--- config.mk ---
export PLATFORM = sky130hd
export DESIGN_NAME = hhmm_level_n_flat
export DESIGN_NICKNAME = d
export VERILOG_FILES = /design/src/rtl/hhmm_level_n_if.sv /design/src/rtl/hhmm_level_n.sv /design/src/flat_wrapper.sv
export SDC_FILE = /design/constraint.sdc
export NUM_CORES = 1
export LEC_CHECK = 0
export ABC_CLOCK_PERIOD_IN_PS = 5800
export BUFFER_PORTS_ARGS = -buffer_cell sky130_fd_sc_hd__buf_2
export CAP_MARGIN = 20
export CORE_ASPECT_RATIO = 1.4
export CORE_MARGIN = 2
export CORE_UTILIZATION = 45
export DETAILED_ROUTE_END_ITERATION = 7
export HOLD_SLACK_MARGIN = 0.06
export PLACE_DENSITY = 0.75
export SLEW_MARGIN = 5
export SYNTH_ARGS = -nofsm -noshare
export SYNTH_HDL_FRONTEND = slang
export SYNTH_SLANG_ARGS = --single-unit
--- constraint.sdc ---
create_clock -name CLK -period 5.8 [get_ports CLK]
set_clock_uncertainty 0.2 [all_clocks]
set_input_delay 0.58 -clock CLK [delete_from_list [all_inputs] [get_ports CLK]]
set_output_delay 0.58 -clock CLK [all_outputs]
set_load 0.02 [all_outputs]
--- src/rtl/hhmm_level_n_if.sv ---
// Bitstream and status bundle between one HHMM level and its parent/sub-level controller.
// The level itself connects through the slave modport.
interface hhmm_level_n_if #(
  parameter int unsigned N  = 4,
  parameter int unsigned CW = 16
);
  logic [1:0]     MODE;
  logic [N-1:0]   PI_RAW;
  logic [N*N-1:0] P_RAW;
  logic [N-1:0]   PE_RAW;
  logic [N-1:0]   S;
  logic           T;
  logic           DEC;
  logic           STALL;
  logic [CW-1:0]  DEC_CNT;

  modport master (
    output MODE, PI_RAW, P_RAW, PE_RAW,
    input  S, T, DEC, STALL, DEC_CNT
  );

  modport slave (
    input  MODE, PI_RAW, P_RAW, PE_RAW,
    output S, T, DEC, STALL, DEC_CNT
  );
endinterface

--- src/rtl/hhmm_level_n.sv ---
// One N-state level of the stochastic hierarchical HMM: one-hot state advanced by sampled
// bitstreams, with stochastic entry/exit, sub-level retention, stall watchdog and decision count.
module hhmm_level_n #(
  parameter int unsigned N        = 4,
  parameter int unsigned MAX_WAIT = 255,
  parameter int unsigned CW       = 16
) (
  input logic          CLK,
  input logic          INIT_N,
  hhmm_level_n_if.slave bus
);

  localparam int unsigned WW = (MAX_WAIT > 1) ? $clog2(MAX_WAIT) : 1;
  localparam logic [WW-1:0] WaitLast = WW'(MAX_WAIT - 1);

  typedef enum logic [2:0] {StIdle, StEnter, StRun, StSub, StDone} state_e;

  state_e         state_q, state_d;
  logic [N-1:0]   mem_q, mem_d;
  logic [N-1:0]   s_q, s_d;
  logic           t_q, t_d;
  logic           dec_q, dec_d;
  logic           stall_q, stall_d;
  logic [WW-1:0]  wait_q, wait_d;
  logic [CW-1:0]  cnt_q, cnt_d;

  logic [N-1:0]   row;
  logic           pe_k;
  logic           pi_hit, run_hit, exit_hit;
  logic [WW-1:0]  wait_tick;
  logic           stall_tick;

  // Row and exit bit of the currently held state; MEM is one-hot so at most one i matches.
  always_comb begin
    row  = '0;
    pe_k = 1'b0;
    for (int i = 0; i < int'(N); i++) begin
      if (mem_q[i]) begin
        row  = bus.P_RAW[i*N +: N];
        pe_k = bus.PE_RAW[i];
      end
    end
  end

  assign pi_hit   = $onehot(bus.PI_RAW);
  assign run_hit  = $onehot({pe_k, row});
  assign exit_hit = run_hit && pe_k;

  // Watchdog step for a search cycle that produced no decision.
  assign stall_tick = (wait_q == WaitLast);
  assign wait_tick  = stall_tick ? '0 : wait_q + WW'(1);

  always_ff @(posedge CLK or negedge INIT_N) begin
    if (!INIT_N) begin
      state_q <= StIdle;
    end else begin
      state_q <= state_d;
    end
  end

  always_comb begin
    state_d = state_q;
    unique case (bus.MODE)
      2'd0: state_d = StIdle;
      2'd3: state_d = StEnter;
      2'd2: if (state_q == StRun) state_d = StSub;
      2'd1: begin
        case (state_q)
          StEnter: if (pi_hit) state_d = StRun;
          StRun:   if (exit_hit) state_d = StDone;
          StSub:   state_d = StRun;
          default: state_d = state_q;
        endcase
      end
      default: state_d = state_q;
    endcase
  end

  always_comb begin
    mem_d   = mem_q;
    s_d     = s_q;
    t_d     = t_q;
    dec_d   = 1'b0;
    stall_d = 1'b0;
    wait_d  = wait_q;
    unique case (bus.MODE)
      2'd0, 2'd3: begin
        mem_d  = '0;
        s_d    = '0;
        t_d    = 1'b0;
        wait_d = '0;
      end
      2'd2: begin
        // Sub-level owns the hierarchy: hide S, keep MEM and the watchdog frozen.
        if (state_q == StRun || state_q == StEnter) s_d = '0;
      end
      2'd1: begin
        case (state_q)
          StEnter: begin
            if (pi_hit) begin
              mem_d  = bus.PI_RAW;
              s_d    = bus.PI_RAW;
              dec_d  = 1'b1;
              wait_d = '0;
            end else begin
              wait_d  = wait_tick;
              stall_d = stall_tick;
            end
          end
          StRun: begin
            if (exit_hit) begin
              mem_d  = '0;
              s_d    = '0;
              t_d    = 1'b1;
              dec_d  = 1'b1;
              wait_d = '0;
            end else if (run_hit) begin
              mem_d  = row;
              s_d    = row;
              dec_d  = 1'b1;
              wait_d = '0;
            end else begin
              wait_d  = wait_tick;
              stall_d = stall_tick;
            end
          end
          StSub: s_d = mem_q;
          StDone: begin
            s_d = '0;
            t_d = 1'b1;
          end
          default: ;
        endcase
      end
      default: ;
    endcase
    cnt_d = (dec_d && (cnt_q != '1)) ? cnt_q + CW'(1) : cnt_q;
  end

  always_ff @(posedge CLK or negedge INIT_N) begin
    if (!INIT_N) begin
      mem_q   <= '0;
      s_q     <= '0;
      t_q     <= 1'b0;
      dec_q   <= 1'b0;
      stall_q <= 1'b0;
      wait_q  <= '0;
      cnt_q   <= '0;
    end else begin
      mem_q   <= mem_d;
      s_q     <= s_d;
      t_q     <= t_d;
      dec_q   <= dec_d;
      stall_q <= stall_d;
      wait_q  <= wait_d;
      cnt_q   <= cnt_d;
    end
  end

  assign bus.S       = s_q;
  assign bus.T       = t_q;
  assign bus.DEC     = dec_q;
  assign bus.STALL   = stall_q;
  assign bus.DEC_CNT = cnt_q;

endmodule

--- src/flat_wrapper.sv ---
// flat-port wrapper written by rule: the top's interface ports become plain ports
module hhmm_level_n_flat 
#(
  parameter int unsigned N        = 4,
  parameter int unsigned MAX_WAIT = 255,
  parameter int unsigned CW       = 16
)
  (CLK, INIT_N, bus_MODE, bus_PI_RAW, bus_P_RAW, bus_PE_RAW, bus_S, bus_T, bus_DEC, bus_STALL, bus_DEC_CNT);
  hhmm_level_n_if #(.N(N), .CW(CW)) bus_i ();
  input logic CLK;
  input logic INIT_N;
  input wire logic [$bits(bus_i.MODE)-1:0] bus_MODE;
  input wire logic [$bits(bus_i.PI_RAW)-1:0] bus_PI_RAW;
  input wire logic [$bits(bus_i.P_RAW)-1:0] bus_P_RAW;
  input wire logic [$bits(bus_i.PE_RAW)-1:0] bus_PE_RAW;
  output wire logic [$bits(bus_i.S)-1:0] bus_S;
  output wire logic [$bits(bus_i.T)-1:0] bus_T;
  output wire logic [$bits(bus_i.DEC)-1:0] bus_DEC;
  output wire logic [$bits(bus_i.STALL)-1:0] bus_STALL;
  output wire logic [$bits(bus_i.DEC_CNT)-1:0] bus_DEC_CNT;
  assign bus_i.MODE = bus_MODE;
  assign bus_i.PI_RAW = bus_PI_RAW;
  assign bus_i.P_RAW = bus_P_RAW;
  assign bus_i.PE_RAW = bus_PE_RAW;
  assign bus_S = bus_i.S;
  assign bus_T = bus_i.T;
  assign bus_DEC = bus_i.DEC;
  assign bus_STALL = bus_i.STALL;
  assign bus_DEC_CNT = bus_i.DEC_CNT;
  hhmm_level_n #(.N(N), .MAX_WAIT(MAX_WAIT), .CW(CW)) u_core (.CLK(CLK), .INIT_N(INIT_N), .bus(bus_i));
endmodule
# Word level (Yosys, flattened, before mapping)
# Cells that the tools add are included.
# op_classes
add_sub_neg	9
eq_ne	20
muxes	40
n_reduce_logical	11
# op_table
operator	count
2-to-1 mux 4 bit	8
2-to-1 mux 8 bit	4
case mux 8 bit (2 select lines)	2
adder 16 x 1 -> 16 bit, second input constant	1
!= test 16 bit, second input constant	1
case mux 4 bit (2 select lines)	2
case mux 4 bit (4 select lines)	1
2-to-1 mux 1 bit	13
case mux 3 bit (4 select lines)	1
case mux 4 bit (3 select lines)	1
AND reduction 4 bit	3
== test 3 x 1 -> 1 bit, second input constant	3
2-to-1 mux 3 bit	3
!= test 3 x 2 -> 1 bit, second input constant	3
case mux 3 bit (3 select lines)	1
adder 1 x 1 -> 2 bit	4
adder 8 x 1 -> 8 bit, second input constant	1
== test 8 bit, second input constant	1
!= test 4 x 2 -> 1 bit, second input constant	2
case mux 1 bit (2 select lines)	4
adder 3 bit	2
== test 3 x 2 -> 1 bit, second input constant	2
!= test 5 x 3 -> 1 bit, second input constant	1
== test 2 bit, second input constant	2
12 further kinds	14
# totals
reg_bits	38
wordCells	88
inputBits	28

# Logic depth before layout (Yosys ltp)
# Gate-level depths: netlist of the first run.
# depth
ltp_word	13
mapped_depth	14

# Worst setup path after synthesis of the first run
# OpenSTA, ideal clock, no wires.
# synth_timing
path_type	input to register
start	input port bus_P_RAW[10]
end	register u_core.cnt_q[14], in the netlist u_core.bus.DEC_CNT[14]
setup_time_ns	0.125
t_arrival_ns	3.528
path_buffers	0
path_stages	13
setup_slack_ns	1.948
cell_sequence	or3b_2 o21ai_0 a31oi_1 ha_1 inv_1 fa_1 fa_1 and3b_1 a22oi_1 nand2b_1 inv_1 nand4_1 mux2_2
# synth_via
elab_chain_cells	11
# synth_rtl
item	line	rtl
from (decl)	flat_wrapper.sv:14	input wire logic [$bits(bus_i.P_RAW)-1:0] bus_P_RAW;
2-to-1 mux 4 bit * (2 in series)	hhmm_level_n.sv:38	if (mem_q[i]) begin
adder 1 x 1 -> 2 bit (implied by the code) *	hhmm_level_n.sv:46	assign run_hit = $onehot({pe_k, row});
adder 3 bit (implied by the code) *	hhmm_level_n.sv:46	
adder 3 x 1 -> 3 bit (implied by the code) *	hhmm_level_n.sv:46	
== test 3 x 1 -> 1 bit *	hhmm_level_n.sv:46	
2-to-1 mux 1 bit or logical AND 1 bit (tied branches)	hhmm_level_n.sv:117, hhmm_level_n.sv:47	
2-to-1 mux 1 bit *	hhmm_level_n.sv:111	if (exit_hit) begin
case mux 1 bit (2 select lines) *	hhmm_level_n.sv:98	case (state_q)
2-to-1 mux 1 bit *	hhmm_level_n.sv:86	unique case (bus.MODE)
net u_core.dec_d	hhmm_level_n.sv:22	logic dec_q, dec_d;
logical AND 1 bit *	hhmm_level_n.sv:137	cnt_d = (dec_d && (cnt_q != '1)) ? cnt_q + CW'(1) : cnt_q;
to (signal assigned)	hhmm_level_n.sv:156	cnt_q <= cnt_d;
to (decl)	hhmm_level_n.sv:25	logic [CW-1:0] cnt_q, cnt_d;
# Mark *: on every way through the listed nets, which the timed path passes. The rest lies on a longest branch.
# A chain may end at the register's enable or synchronous reset.

# Final worst setup path of the first run
# layout_timing
start	register u_core.mem_q[3]
end	register u_core.cnt_q[12], in the netlist u_core.bus.DEC_CNT[12]
# layout_via
elab_chain_cells	10
# layout_rtl
item	line	rtl
from (decl)	hhmm_level_n.sv:19	logic [N-1:0] mem_q, mem_d;
from (signal assigned)	hhmm_level_n.sv:150	mem_q <= mem_d;
2-to-1 mux 4 bit	hhmm_level_n.sv:38	
adder 1 x 1 -> 2 bit (implied by the code)	hhmm_level_n.sv:46	
adder 3 bit (implied by the code)	hhmm_level_n.sv:46	
adder 3 x 1 -> 3 bit (implied by the code)	hhmm_level_n.sv:46	
== test 3 x 1 -> 1 bit	hhmm_level_n.sv:46	
2-to-1 mux 1 bit or logical AND 1 bit (tied branches)	hhmm_level_n.sv:117, hhmm_level_n.sv:47	
2-to-1 mux 1 bit *	hhmm_level_n.sv:111	
case mux 1 bit (2 select lines) *	hhmm_level_n.sv:98	
2-to-1 mux 1 bit *	hhmm_level_n.sv:86	
net u_core.dec_d	hhmm_level_n.sv:22	
logical AND 1 bit *	hhmm_level_n.sv:137	
# Marked as above.

==> results.py, run 1 <==
metrics = {
    "sta": {
        "worstMarginPinSlew_ns": 0.911,
        "finalCritPeriodShare_pct": 70.2,
        "slew_violations": 0,
        "rsz0062_at_grt": "false",
        "maxSlewHeadroom_pct": 38.5,
        "fin_crit_ns": 4.07,
        "fin_ws_ns": 1.73,
        "setup_viol": 0,
        "fmax_ghz": 0.246,
        "hold_viol": 0,
        "setup_tns_ns": 0,
    },
    "cts": {
        "h-tree-depth": 2,
        "cts_tree": "yes",
        "numCtsBuffers": 5,
        "cts_buffer_depth": 2,
        "clkLatencyLatePin_ns": 0.29,
        "clk_transition_reported_paths_ns": 0.08,
        "hold_buffers": 0,
        "cts_root_buffer": "clkbuf_8",
        "post_cts_buffers": 0,
        "postCtsResizedCells": 0,
        "cts_sinks": 38,
    },
    "setup_path": {
        "worstPathArrival_ns": 4.05,
        "reg2reg_from": "u_core.mem_q[3]",
        "worstSetupStartpointType": "register",
        "reg2reg_depth": 13,
        "cp.required_ns": 5.78,
        "r2r_slack_ns": 1.73,
        "critPathKind": "reg2reg",
        "endpoint_kind": "register",
        "r2r_end": "u_core.bus.DEC_CNT[12]",
        "crit_fanout": 9,
    },
    "global_route": {
        "first_global_vias": 2074,
        "grt.total_usage_pct": 20.2,
        "grt_max_degree": 39,
        "grt_pass1_wl_um": 9630,
        "antenna_found_initial": 0,
        "top_usage_layer": "met2",
        "grt_util_met1_pct": 25.6,
        "use_met2_pct": 33.6,
        "met3_usage_pct": 4.24,
        "grt_overflow": 0,
    },
    "pwr": {
        "leakage_nw": 1.29,
        "p_total_w": 0.000791,
        "powerDensity_nw_per_um2": 282,
        "ir_drop_v": 0.000162,
    },
    "floorplanning": {
        "start_util_pct": 46.6,
        "ios": 51,
        "row_count": 31,
        "die_area_um2": 5990,
        "fp.coreArea_um2": 5200,
        "chipHeight_um": 90.8,
        "die_w_um": 66.0,
    },
    "route": {
        "drtAntennaViolNets": 0,
        "vias_per_cell": 5.72,
        "drtIter0Drc": 156,
        "wl_um": 5640,
        "wl_per_cell_um": 14.9,
        "drc": 0,
        "first_pass_iters": 4,
        "vias": 2158,
    },
    "final_layout": {
        "drive_gt1_share_pct": 22.5,
        "regArea_um2": 951,
        "multi_input_area_um2": 1370,
        "antenna_cells": 0,
        "post-route-cell-area_um2": 2810,
        "nNetsFinal": 349,
        "area_growth_syn_to_layout_pct": 16.1,
        "fill_cells": 490,
    },
    "synth": {
        "ys_ff_latch": 38,
        "netlist_instances": 260,
        "synth_edf_count": 0,
        "ys_types": 48,
        "avgSynthCellArea_um2": 9.31,
        "yosysWarnings": 0,
        "ys_async_sr_fraction_pct": 100,
        "netlist_area_um2": 2420,
        "syn-num-nets": 299,
        "synth-main-ff-cell": "dfrtp_1",
        "yosysSeqAreaShare_pct": 39.3,
    },
    "placement": {
        "place_ws_ns": 1.49,
        "placed_area_um2": 2710,
        "post-dp-hpwl_um": 4210,
        "gp_congestion": 0.901,
        "io_buffers": 50,
    },
    "flow_run": {
        "drv_cap": 0,
    },
    "min_path": {
        "hold_path_class": "in2async",
    },
    "status": {
        "status": "completed",
    },
}
[Yosys cell counts, drive strengths merged, types with 8 or more instances]
library cell	instances	area (µm²)
nand2	25	93.8
xnor2	11	96.3
nand3	19	95.1
o21ai	11	55.1
nor2	10	37.5
o22ai	11	68.8
inv	14	52.6
nand4	13	81.3
a21oi	9	45.0
a22oi	8	60.1
ha	8	100
dfrtp	38	951
nand2b	9	63.8
[state kept, by name, indices dropped and copies added, names as in the netlist]
name                flops
u_core.state_q          3
u_core.wait_q           8
u_core.bus.T            1
u_core.bus.DEC          1
u_core.bus.DEC_CNT     16
u_core.bus.S            4
u_core.bus.STALL        1
u_core.mem_q            4
[routing by layer]
layer / up-vias / routed length [µm]
met3: 10 / 271
met1: 1042 / 2370
li1: 1052 / -
met4: 0 / 115
met2: 54 / 2880
met5: - / 0
[critical path: stages, from the launching register on]
cell	delay (ns)
dfrtp_1	0.48
or3b_2	0.47
o21ai_0	0.09
a31oi_1	0.10
ha_1	0.31
inv_1	0.04
fa_1	0.37
fa_1	0.45
and3b_1	0.23
a22oi_1	0.24
nand2b_1	0.31
inv_1	0.18
nand4_1	0.14
mux2_2	0.34
[cell families (layout without fill, tap and decap cells)]
kind of cell | Yosys count | count (layout) | share of synthesized area, %
AOI/OAI and AO/OA | 56 | 56 | 16.3
xor gates and xnor gates | 14 | 14 | 5.07
adders and majority gates | 11 | 11 | 6.62
buffers and inverters | 22 | 73 | 4.08
DFF | 38 | 38 | 39.3
muxes | 4 | 4 | 1.86
and+or+nand+nor | 115 | 115 | 26.7
[placed cells by master (no fill, tap or decap), drive strengths merged, types with 9 or more instances in the layout]
cell type,instances
o21ai,11
nand3,19
inv,14
dfrtp,38
nor2,10
o22ai,11
buf,51
nand4,13
nand2,25
xnor2,11
nand2b,9
a21oi,9
[worst max-delay path by stage]
| stage | start | endpoint | slack (ns) | depth (start not counted) |
|---|---|---|---|---|
| floorplan | bus_P_RAW[10] | u_core.bus.DEC_CNT[14] | 1.95 | 13 |
| global placement | bus_P_RAW[10] | u_core.bus.DEC_CNT[11] | 1.61 | 13 |
| detailed placement | bus_P_RAW[10] | u_core.bus.DEC_CNT[15] | 1.49 | 13 |
| CTS | u_core.mem_q[3] | u_core.bus.DEC_CNT[15] | 1.67 | 12 |
| global route | u_core.mem_q[3] | u_core.bus.DEC_CNT[11] | 1.43 | 12 |
| finish | u_core.mem_q[3] | u_core.bus.DEC_CNT[12] | 1.73 | 13 |
[stage by stage]
stage               hold slack [ns]  utilization [%]  std cells
floorplan                    0.0844                -        260
global placement              0.261             52.2        369
detailed placement            0.266             52.2        369
CTS                           0.213             54.0        377
global route                  0.271             54.0        377
finish                        0.191             54.0        377
[power breakdown]
part,internal [W],switching (W),total [W],leakage (nW)
Combinational,0.000107,0.000163,0.000269,0.718
Clock,0.0000956,0.0000954,0.000191,0.0472
Sequential,0.000289,0.0000414,0.000331,0.521
[cell type report]
class                   count  share of cell area [%]
clock inverters             2                   0.445
flip-flops and latches     38                    33.9
repair buffers             51                    9.18
well taps                  66                    2.94
multi-input cells         200                    48.8
inverters                  14                    1.87
clock buffers               6                    2.94
Note: power is estimated with default switching activity, not from simulation.
==> inputs of run 2 (changes only) <==
Settings changed: ABC_CLOCK_PERIOD_IN_PS 5800 to 4300.
Clock period 5.8 ns to 4.3 ns, I/O delays scaled along.
==> run 2 against run 1 <==
  * Clock power rose by 35%
  * Via count rose by 1.6%
  * First-iteration DRC count fell by 15%
  * Critical endpoint is now u_core.bus.DEC_CNT[14]
  * Largest cell class unchanged
  * Highest routed layer unchanged
==> results.py, run 2 (same netlist as run 1, synthesis figures left out) <==
metrics = {
    "status": {
        "status": "completed",
    },
    "placement": {
        "place_ws_ns": 0.243,
        "io_buffers": 50,
        "placed_cells": 371,
        "post-dp-hpwl_um": 4340,
        "gp_congestion": 0.913,
    },
    "setup_path": {
        "worstPathArrival_ns": 3.97,
        "worstSetupStartpointType": "register",
        "reg2reg_from": "u_core.mem_q[3]",
        "endpoint_kind": "register",
        "cp_cell_sequence": "or3b_2 -> o21ai_0 -> a31oi_1 -> ha_1 -> inv_1 -> fa_1 -> fa_1 -> and3b_1 -> a22oi_1 -> nand2b_2 -> inv_1 -> nand4_1 -> mux2_2",
        "r2r_slack_ns": 0.30,
        "cp.required_ns": 4.27,
        "slowest_stage": "fa_1",
        "crit_family": "adder cells",
        "critPathBufInv": 2,
        "slowest_delay_ns": 0.51,
        "reg2reg_depth": 13,
        "critPathKind": "reg2reg",
        "crit_fanout": 9,
        "r2r_end": "u_core.bus.DEC_CNT[14]",
    },
    "route": {
        "vias": 2193,
        "wl_um": 5950,
        "drc": 0,
        "drtAntennaViolNets": 0,
        "vias_per_cell": 5.79,
        "first_pass_iters": 4,
        "wl_per_cell_um": 15.7,
        "drtIter0Drc": 133,
    },
    "pwr": {
        "p_int_w": 0.000668,
        "pwr-share-comb_pct": 34.2,
        "leakage_nw": 1.30,
        "power_frac_seq_pct": 41.8,
        "p_total_w": 0.00107,
        "switching_share_pct": 37.8,
        "switchingPower_w": 0.000406,
        "powerDensity_nw_per_um2": 380,
        "ir_drop_v": 0.000181,
        "clockPowerShare_pct": 24.0,
    },
    "cts": {
        "cts_root_buffer": "clkbuf_8",
        "cts_sinks": 38,
        "numCtsBuffers": 5,
        "h-tree-depth": 2,
        "cts_tree": "yes",
        "clk_transition_reported_paths_ns": 0.08,
        "clkLatencyLatePin_ns": 0.29,
        "cts_buffer_depth": 2,
        "post_cts_buffers": 0,
    },
    "final_layout": {
        "fill_cells": 512,
        "layout_common_cells": "buf_2 (50), dfrtp_1 (38), nand2_1 (25)",
        "regArea_um2": 951,
        "antenna_cells": 0,
        "final_common_cell": "buf_2",
        "multi_input_area_um2": 1380,
        "largest_reg_flops": 16,
        "final_cells": 379,
        "area_growth_syn_to_layout_pct": 16.8,
        "drive_gt1_share_pct": 23.3,
        "nNetsFinal": 351,
    },
    "sta": {
        "finalCritPeriodShare_pct": 93.0,
        "worstMarginPinSlew_ns": 0.852,
        "slew_violations": 0,
        "fin_ws_ns": 0.300,
        "maxSlewHeadroom_pct": 43.2,
        "hold_viol": 0,
        "fmax_ghz": 0.250,
        "fin_crit_ns": 4.00,
        "setup_viol": 0,
        "rsz0062_at_grt": "false",
        "setup_tns_ns": 0,
    },
    "global_route": {
        "grt_overflow": 0,
        "grt_max_degree": 39,
        "grt_pass1_wl_um": 9670,
        "grt.total_usage_pct": 20.5,
        "antenna_found_initial": 0,
        "first_global_vias": 2071,
    },
    "floorplanning": {
        "row_count": 31,
        "chipHeight_um": 90.8,
        "die_w_um": 66.0,
        "start_util_pct": 46.6,
        "die_area_um2": 5990,
        "ios": 51,
        "fp.coreArea_um2": 5200,
    },
    "min_path": {
        "hold_path_class": "in2async",
    },
    "flow_run": {
        "drv_cap": 0,
    },
}
run 2: cell count changes in the layout (fill, tap and decap cells not counted):
cell        before  now
a21oi_2          0    1
clkinvlp_4       1    0
clkbuf_1         0    1
a21oi_1          9    8
nand2b_1         8    7
nand2b_2         0    1
buf_4            1    3
run 2: cell type report:
type / instances / share of cell area [%]
Multi-Input combinational cell: 200 / 48.7
Sequential cell: 38 / 33.6
Timing Repair Buffer: 53 / 9.65
Clock buffer: 7 / 3.05
Tap cell: 66 / 2.92
Inverter: 14 / 1.86
Clock inverter: 1 / 0.177
run 2: layer usage:
metal / part of all wire [%] / track usage [%]
met1: 43 / 25.8
met5: 0 / 0
met4: 2.4 / 8.50
met2: 50 / 34.0
met3: 4.4 / 3.74
run 2: power groups by stage:
stage	logic [W]	registers [W]	clock network, W
6_report	0.000367	0.000449	0.000257
3_5_place_dp	0.000361	0.000454	0
4_1_cts	0.000365	0.000448	0.000263
5_1_grt	0.000408	0.000457	0.000279
2_1_floorplan	0.000267	0.000450	0
3_3_place_gp	0.000357	0.000452	0
run 2: timing repair:
item,4_1_cts,5_1_grt
setup endpoints to repair,0,2
gates resized for setup,0,2
hold buffers,0,0
run 2: worst max-delay path by stage:
stage,startpoint,end,slack (ns),depth (start not counted)
after floorplan,u_core.mem_q[3],u_core.bus.DEC_CNT[14],0.54,14
after global placement,bus_P_RAW[10],u_core.bus.DEC_CNT[14],0.28,14
after detailed placement,bus_P_RAW[10],u_core.bus.DEC_CNT[14],0.24,14
after CTS,u_core.mem_q[3],u_core.bus.DEC_CNT[14],0.25,13
after global routing,u_core.mem_q[3],u_core.bus.DEC_CNT[14],0.09,13
final,u_core.mem_q[3],u_core.bus.DEC_CNT[14],0.30,13
run 2: metrics by stage:
| stage | cell area [µm²] | hold slack (ns) | utilization [%] |
|---|---|---|---|
| floorplan | 2420 | -0.0656 | - |
| global placement | 2730 | 0.264 | 52.5 |
| detailed placement | 2730 | 0.271 | 52.5 |
| CTS | 2820 | 0.0824 | 54.3 |
| global route | 2830 | 0.114 | 54.4 |
| finish | 2830 | 0.0433 | 54.4 |
run 2: worst reg2reg max path: stages (launching register included):
cell and delay, ns:
dfrtp_1 0.49, or3b_2 0.46, o21ai_0 0.08, a31oi_1 0.10, ha_1 0.32, inv_1 0.05, fa_1 0.37, fa_1 0.51
and3b_1 0.25, a22oi_1 0.14, nand2b_2 0.28, inv_1 0.21, nand4_1 0.13, mux2_2 0.29
